File: config.mk
export PLATFORM = sky130hd
export DESIGN_NAME = mu0_regbank
export DESIGN_NICKNAME = d
export VERILOG_FILES = /design/src/rtl/mu0_pkg.sv /design/src/rtl/mu0_reg_cell.sv /design/src/rtl/mu0_regbank.sv
export SDC_FILE = /design/constraint.sdc
export NUM_CORES = 1
export LEC_CHECK = 0
export CAP_MARGIN = 20
export CORE_ASPECT_RATIO = 1.2
export CORE_UTILIZATION = 40
export CTS_CLUSTER_SIZE = 25
export DETAILED_ROUTE_END_ITERATION = 16
export GPL_ROUTABILITY_DRIVEN = 0
export PLACE_DENSITY_LB_ADDON = 0.12
export SKIP_CTS_REPAIR_TIMING = 1
export SLEW_MARGIN = 10
export SYNTH_ARGS = -nofsm -noshare
export SYNTH_HDL_FRONTEND = slang
export SYNTH_SLANG_ARGS = --single-unit
File: constraint.sdc
create_clock -name Clk -period 2.7 [get_ports Clk]
set_input_delay 0.54 -clock Clk [delete_from_list [all_inputs] [get_ports Clk]]
set_output_delay 0.54 -clock Clk [all_outputs]
set_load 0.005 [all_outputs]
File: src/rtl/mu0_pkg.sv
// Shared definitions for the MU0 register bank: write-mode encodings and the
// address-width helper.
package mu0_pkg;

  localparam logic [1:0] MU0_MODE_LOAD = 2'b00;
  localparam logic [1:0] MU0_MODE_INC  = 2'b01;
  localparam logic [1:0] MU0_MODE_DEC  = 2'b10;
  localparam logic [1:0] MU0_MODE_CLR  = 2'b11;

  // Address width for a bank of 'depth' entries; never narrower than 1 bit.
  function automatic int mu0_aw(input int depth);
    int w;
    w = 1;
    while ((1 << w) < depth) w++;
    return w;
  endfunction

endpackage

File: src/rtl/mu0_reg_cell.sv
// One bank register: applies the selected mode when enabled and exposes its
// combinational next value and wrap detect so the bank can bypass and flag.
module mu0_reg_cell
  import mu0_pkg::*;
#(
  parameter int               WIDTH     = 16,
  parameter logic [WIDTH-1:0] RESET_VAL = '0
) (
  input  logic             Clk,
  input  logic             Reset,
  input  logic             En,
  input  logic [1:0]       Mode,
  input  logic [WIDTH-1:0] D,
  output logic [WIDTH-1:0] Q,
  output logic [WIDTH-1:0] next_val,
  output logic             wrap_det
);

  always_comb begin
    next_val = Q;
    unique case (Mode)
      MU0_MODE_LOAD: next_val = D;
      MU0_MODE_INC:  next_val = Q + WIDTH'(1);
      MU0_MODE_DEC:  next_val = Q - WIDTH'(1);
      MU0_MODE_CLR:  next_val = '0;
      default:       next_val = Q;
    endcase
  end

  assign wrap_det = ((Mode == MU0_MODE_INC) && (&Q)) ||
                    ((Mode == MU0_MODE_DEC) && (~|Q));

  always_ff @(posedge Clk or negedge Reset) begin
    if (!Reset)  Q <= RESET_VAL;
    else if (En) Q <= next_val;
  end

endmodule

File: src/rtl/mu0_regbank.sv
// DEPTH x WIDTH register bank with one write/modify port, two combinational
// read ports, optional write-through bypass and a registered wrap flag.
module mu0_regbank
  import mu0_pkg::*;
#(
  parameter int               WIDTH     = 16,
  parameter int               DEPTH     = 4,
  parameter logic [WIDTH-1:0] RESET_VAL = '0,
  parameter bit               BYPASS    = 1'b0,
  localparam int              AW        = mu0_aw(DEPTH)
) (
  input  logic             Clk,
  input  logic             Reset,
  input  logic             WEn,
  input  logic [1:0]       WMode,
  input  logic [AW-1:0]    WAddr,
  input  logic [WIDTH-1:0] WData,
  input  logic [AW-1:0]    RAddrA,
  input  logic [AW-1:0]    RAddrB,
  output logic [WIDTH-1:0] QA,
  output logic [WIDTH-1:0] QB,
  output logic             Wrap
);

  logic [DEPTH-1:0][WIDTH-1:0] q, nxt;
  logic [DEPTH-1:0]            en, wdet;
  logic [WIDTH-1:0]            w_next;
  logic                        w_hit, w_wrap, byp_a, byp_b;

  for (genvar i = 0; i < DEPTH; i++) begin : g_cell
    assign en[i] = WEn && (WAddr == AW'(i));
    mu0_reg_cell #(.WIDTH(WIDTH), .RESET_VAL(RESET_VAL)) u_cell (
      .Clk     (Clk),
      .Reset   (Reset),
      .En      (en[i]),
      .Mode    (WMode),
      .D       (WData),
      .Q       (q[i]),
      .next_val(nxt[i]),
      .wrap_det(wdet[i])
    );
  end

  // Out-of-range write addresses never match, so they write nothing and
  // leave w_wrap low.
  always_comb begin
    w_next = '0;
    w_hit  = 1'b0;
    w_wrap = 1'b0;
    for (int i = 0; i < DEPTH; i++) begin
      if (WAddr == AW'(i)) begin
        w_next = nxt[i];
        w_hit  = 1'b1;
        w_wrap = wdet[i];
      end
    end
  end

  always_ff @(posedge Clk or negedge Reset) begin
    if (!Reset) Wrap <= 1'b0;
    else        Wrap <= WEn && w_wrap;
  end

  assign byp_a = BYPASS && Reset && WEn && w_hit && (RAddrA == WAddr);
  assign byp_b = BYPASS && Reset && WEn && w_hit && (RAddrB == WAddr);

  always_comb begin
    QA = '0;
    QB = '0;
    for (int i = 0; i < DEPTH; i++) begin
      if (RAddrA == AW'(i)) QA = q[i];
      if (RAddrB == AW'(i)) QB = q[i];
    end
    if (byp_a) QA = w_next;
    if (byp_b) QB = w_next;
  end

endmodule

======== After elaboration in Yosys (flattened, before gate mapping) ========
Cells that the tools add are included.
operators by class
  add/subtract/negate cells ............... 8
  eq/ne operators ......................... 12
  muxes and demuxes ....................... 16
  reduce and logical (&&, ||, !) cells .... 33
operator list
  kind                     count
  $pmux W16 S4             4
  $mux W16                 8
  $add A16 B1 Y16 const B  4
  $reduce_and A16 Y1       4
  $reduce_or A16 Y1        4
  $sub A16 B1 Y16 const B  4
  $eq A2 B2 Y1 const B     8
  $logic_and A1 B1 Y1      13
  $eq A2 B1 Y1 const B     4
  $logic_not A2 Y1         4
  $logic_not A1 Y1         4
  $logic_or A1 B1 Y1       4
  $mux W1                  4
storage, ports and cells
  bits in registers ....................... 65
  input port bits ......................... 27
  output and inout bits ................... 33
  logic and storage cells ................. 74

======== Depth between registers and ports, before layout ========
  depth after elaboration ................. 9
  mapped depth ............................ 15
  gate-level depth less buffers ........... 10

======== Cells and area by module ========
Synthesis repeated with hierarchy kept, for this count alone.
unflattened totals
  cells, all modules ...................... 1179
  area, all modules ....................... 9371.5 µm²
by module, submodules not included
  module                               times used  cells an instance  area an instance (µm²)  sequential area each (µm²)
  mu0_reg_cell (g_cell[2].u_cell ...)  2           287                2140.8                  400.4
  mu0_reg_cell (g_cell[0].u_cell ...)  2           277                2080.7                  400.4
  mu0_regbank                          1           51                 928.4                   25.0

======== Worst setup path before layout ========
OpenSTA, ideal clock, no wires.
  kind .................................... input to register
  from .................................... in WMode[0]
  to ...................................... reg g_cell[0].u_cell.Q[10]
  setup time .............................. 132 ps
  arrival time ............................ 3611 ps
  required time ........................... 2568 ps
  setup slack ............................. -1043 ps
  stages .................................. 15
  buffers on the path ..................... 5
  cell sequence ........................... inv_1 -> ha_1 -> buf_4 -> buf_4 -> buf_2 -> buf_2 -> buf_2 -> xor2_1 -> ha_1 -> nor3b_1 -> o21ai_0 -> nand3_1 -> a221oi_1 -> nor3_1 -> or3b_1
between the ends
  longest elaborated chain between the ends .. 2
  elaborated cells on any way between the ends .. 5
  those cells by class .................... eq/ne: 3; mux: 1; reduce/logical: 1
RTL lines
  element                                     line                RTL
  start: declaration                          mu0_regbank.sv:15   input logic [1:0] WMode,
  $eq A2 B2 Y1, or another cell as far along  mu0_reg_cell.sv:21  unique case (Mode)
  $pmux W16 S4 (*)                            mu0_reg_cell.sv:21
  end signal: assignment                      mu0_reg_cell.sv:35  else if (En) Q <= next_val;
  end: declaration                            mu0_reg_cell.sv:14  output logic [WIDTH-1:0] Q,
Every way passes the cells marked *; elsewhere a longest branch is shown, timed or not.
A chain may end at the register's enable or synchronous reset.

======== Final worst setup path ========
  from .................................... in WMode[0]
  to ...................................... reg g_cell[2].u_cell.Q[14]
between the ends
  longest elaborated chain between the ends .. 2
  elaborated cells on any way between the ends .. 5
  those cells by class .................... eq/ne: 3; mux: 1; reduce/logical: 1
RTL lines
  element                                     line
  $eq A2 B2 Y1, or another cell as far along  mu0_reg_cell.sv:21
  $pmux W16 S4 (*)                            mu0_reg_cell.sv:21
  end signal: assignment                      mu0_reg_cell.sv:35
  end: declaration                            mu0_reg_cell.sv:14
Marks and branches as above.

==> metrics.md <==
| Metric | Value |
|---|---|
| Slew Limit Headroom | 0.561 |
| Post-Route WL | 39100 um |
| Final HPWL DP | 29500 um |
| Clock Path Buffers | 2 |
| Final setup viols | 0 |
| Initial antenna violation count | 0 |
| Asr flop ratio synth | 1.00 |
| GR Layer Usage met2 | 0.594 |
| Core ar. | 20900 um^2 |
| Dpl ws | -0.668 ns |
| Mean area per synthesized cell | 7.68 um^2 |
| Clock skew | 0.0117 ns |
| Setup crit end kind | flip-flop |
| Pre-antenna DRT Iters | 6 |
| Global route total overflow | 0 |
| Final Hold Fails | 0 |
| Mapped Cells | 1109 |
| Clock slew at reported path FFs | 0.07 ns |
| Via density per instance | 6.79 |
| Total of max-cap violations | 0 |
| Post-synth cell types | 91 |
| Type of the worst setup path | in2reg |
| Syn. warnings | 0 |
| Die area | 21900 um^2 |
| Worst Hold Class | in2async |
| DRC | 0 |
| # diodes | 0 |
| R2R depth | 9 |
| Syn Nets | 1152 |
| Top post-synthesis cells by area | dfrtp_1 19%, mux4_2 8.5%, a21oi_1 5.5% |
| Post-synth EDFFs | 0 |
| Post-synth top area share | 0.191 |
| Final setup margin | 0.0593 ns |
| Via count | 10500 |
| Pwr Density | 645 nW/um^2 |
| Routed wire length per instance | 25.4 um |
| Critical R2R Launch | g_cell[2].u_cell.Q[1] |
| Total CTS buffers | 9 |
| Flop-to-flop setup slack | 0.22 ns |
| Slew @ Worst Pin | 0.658 ns |
| Leak | 0.00444 uW |
| RR Endpoint | g_cell[2].u_cell.Q[14] |
| Nets | 1309 |
| Initial drt markers | 1248 |
| Final period util | 0.978 |
| Status | finished clean |
| Sequential share of the synthesized area | 0.191 |
| Layout area overhead | 31.5% |
| H-tree depth | 3 |
| Top Usage Layer GRT | met2 |
| Max FO, Critical Path | 7 |
| Top cells by count, synth | 93 x a21oi_1, 84 x nand2_1, 80 x clkbuf_1 |
| Most frequent cell after synthesis | a21oi_1 |
| Antenna-violating nets left | 0 |
| Post-Syn Area | 8520 um^2 |
| Largest net degree at the start of global routing | 39 |
| Total power | 7230 uW |
| FMAX | 379 MHz |
| CTS Root Cell | clkbuf_16 |
| Peak supply drop | 0.393 mV |
| Number of global-route vias before repair | 9990 |
| Synth Register Bits | 65 |
| CP startpoint kind | input port |
| Fill cells | 2051 |
| Prevailing post-synth register cell | dfrtp_1 |
| Final slew viol count | 0 |
| Initial Utilization | 0.408 |
| Worst Hold Margin | 0.184 ns |
| First-pass GRT wire length | 58500 um |
| FP Rows | 58 |
| M3 GR Usage | 0.0496 |
| Ports | 60 |
| TritonCTS clock tree | done |
| Critical Path RT | 2.94 ns |
| CP arrival | 2.88 ns |
| Worst-Skew Late Latency | 0.36 ns |
| Chip width | 135 um |
| Share of cells above drive strength 1 | 0.255 |
| Min Tclk post-route | 2.64 ns |
| PortBufs | 59 |
| Global routing usage on met1 | 0.427 |
| Area leader, netlist | dfrtp_1 |
| Total GRT Usage | 0.357 |
| Num Clock Sinks | 65 |
| Chip height | 162 um |
-- metrics by stage --
step	std cells	cell area [um^2]	TNS, ns	util
after floorplan	1109	8640	-3.88	-
after global placement	1513	10600	-26.79	0.509
after detailed placement	1513	10600	-27.81	0.509
after CTS	1529	11000	-9.58	0.524
after global routing	1541	11200	-0.0250	0.536
final	1541	11200	0	0.536
-- layout by cell type, fill, tap and decap left out, drive strengths merged, types with 6 or more instances in the layout --
cell type / count
buf: 215
a21oi: 93
nand2: 85
o21ai: 82
dfrtp: 65
nor2: 58
clkdlybuf4s50: 52
nor3: 36
nand3: 32
mux4: 32
o22ai: 31
inv: 30
o31a: 28
nor4: 25
o211ai: 23
nand4: 21
and3: 19
o21a: 17
mux2i: 16
o31ai: 16
ha: 16
nand3b: 15
nand2b: 13
clkbuf: 13
or4: 12
a31oi: 12
a211oi: 12
or3: 10
xnor2: 10
nor2b: 10
and2: 9
a21o: 8
nor3b: 8
or3b: 8
a41oi: 8
a22o: 6
a221o: 6
or2: 6
o32ai: 6
-- state kept, by name, indices dropped and copies added (netlist names) --
signal / flops
g_cell.u_cell.Q: 64
Wrap: 1
-- cell families (layout without fill, tap and decap cells) --
| family | count (synthesis) | after routing | synth area share |
|---|---|---|---|
| adders and majority gates | 16 | 16 | 0.0235 |
| buffers and inverters | 160 | 322 | 0.0789 |
| AOI/OAI and AO/OA | 415 | 415 | 0.335 |
| DFF | 65 | 65 | 0.191 |
| and+or+nand+nor | 388 | 388 | 0.250 |
| muxes | 51 | 51 | 0.107 |
| xor gates and xnor gates | 14 | 14 | 0.0144 |
-- layout make-up --
type	instances	area, um^2	area share
well taps	270	338	0.0302
repair buffers	275	2390	0.213
clock inverters	6	92.6	0.00827
multi-input cells	884	6400	0.571
inverters	31	129	0.0115
flip-flops and latches	65	1630	0.145
clock buffers	10	229	0.0204
-- report_power, final --
group	leakage [uW]	internal, uW	switching, uW
Combinational	0.00348	1880	1960
Clock	0.000149	814	560
Sequential	0.000804	1230	782
-- per-layer routing --
metal | vias up | part of all wire
li1 | 4632 | -
met1 | 5064 | 0.37
met2 | 584 | 0.47
met3 | 176 | 0.079
met4 | 0 | 0.079
met5 | - | 0
-- critical path, cell delays in order --
cell	delay (ns)
clkbuf_2	0.09
buf_6	0.13
inv_12	0.05
ha_4	0.27
xor2_1	0.18
ha_2	0.21
or4bb_1	0.52
o2111a_2	0.19
o211ai_1	0.18
buf_4	0.15
a41oi_2	0.12
mux2i_1	0.18
nand2_1	0.07
-- worst max path at each step --
stage                         from                     end  cells past startpoint
after floorplan           WMode[0]  g_cell[0].u_cell.Q[10]                     15
after global routing      WMode[0]  g_cell[2].u_cell.Q[14]                     13
after global placement    WMode[0]   g_cell[0].u_cell.Q[5]                     12
after detailed placement  WMode[0]   g_cell[0].u_cell.Q[5]                     12
after CTS                 WMode[0]   g_cell[0].u_cell.Q[5]                     12
final                     WMode[0]  g_cell[2].u_cell.Q[14]                     13
(Power assumes the default switching activity.)
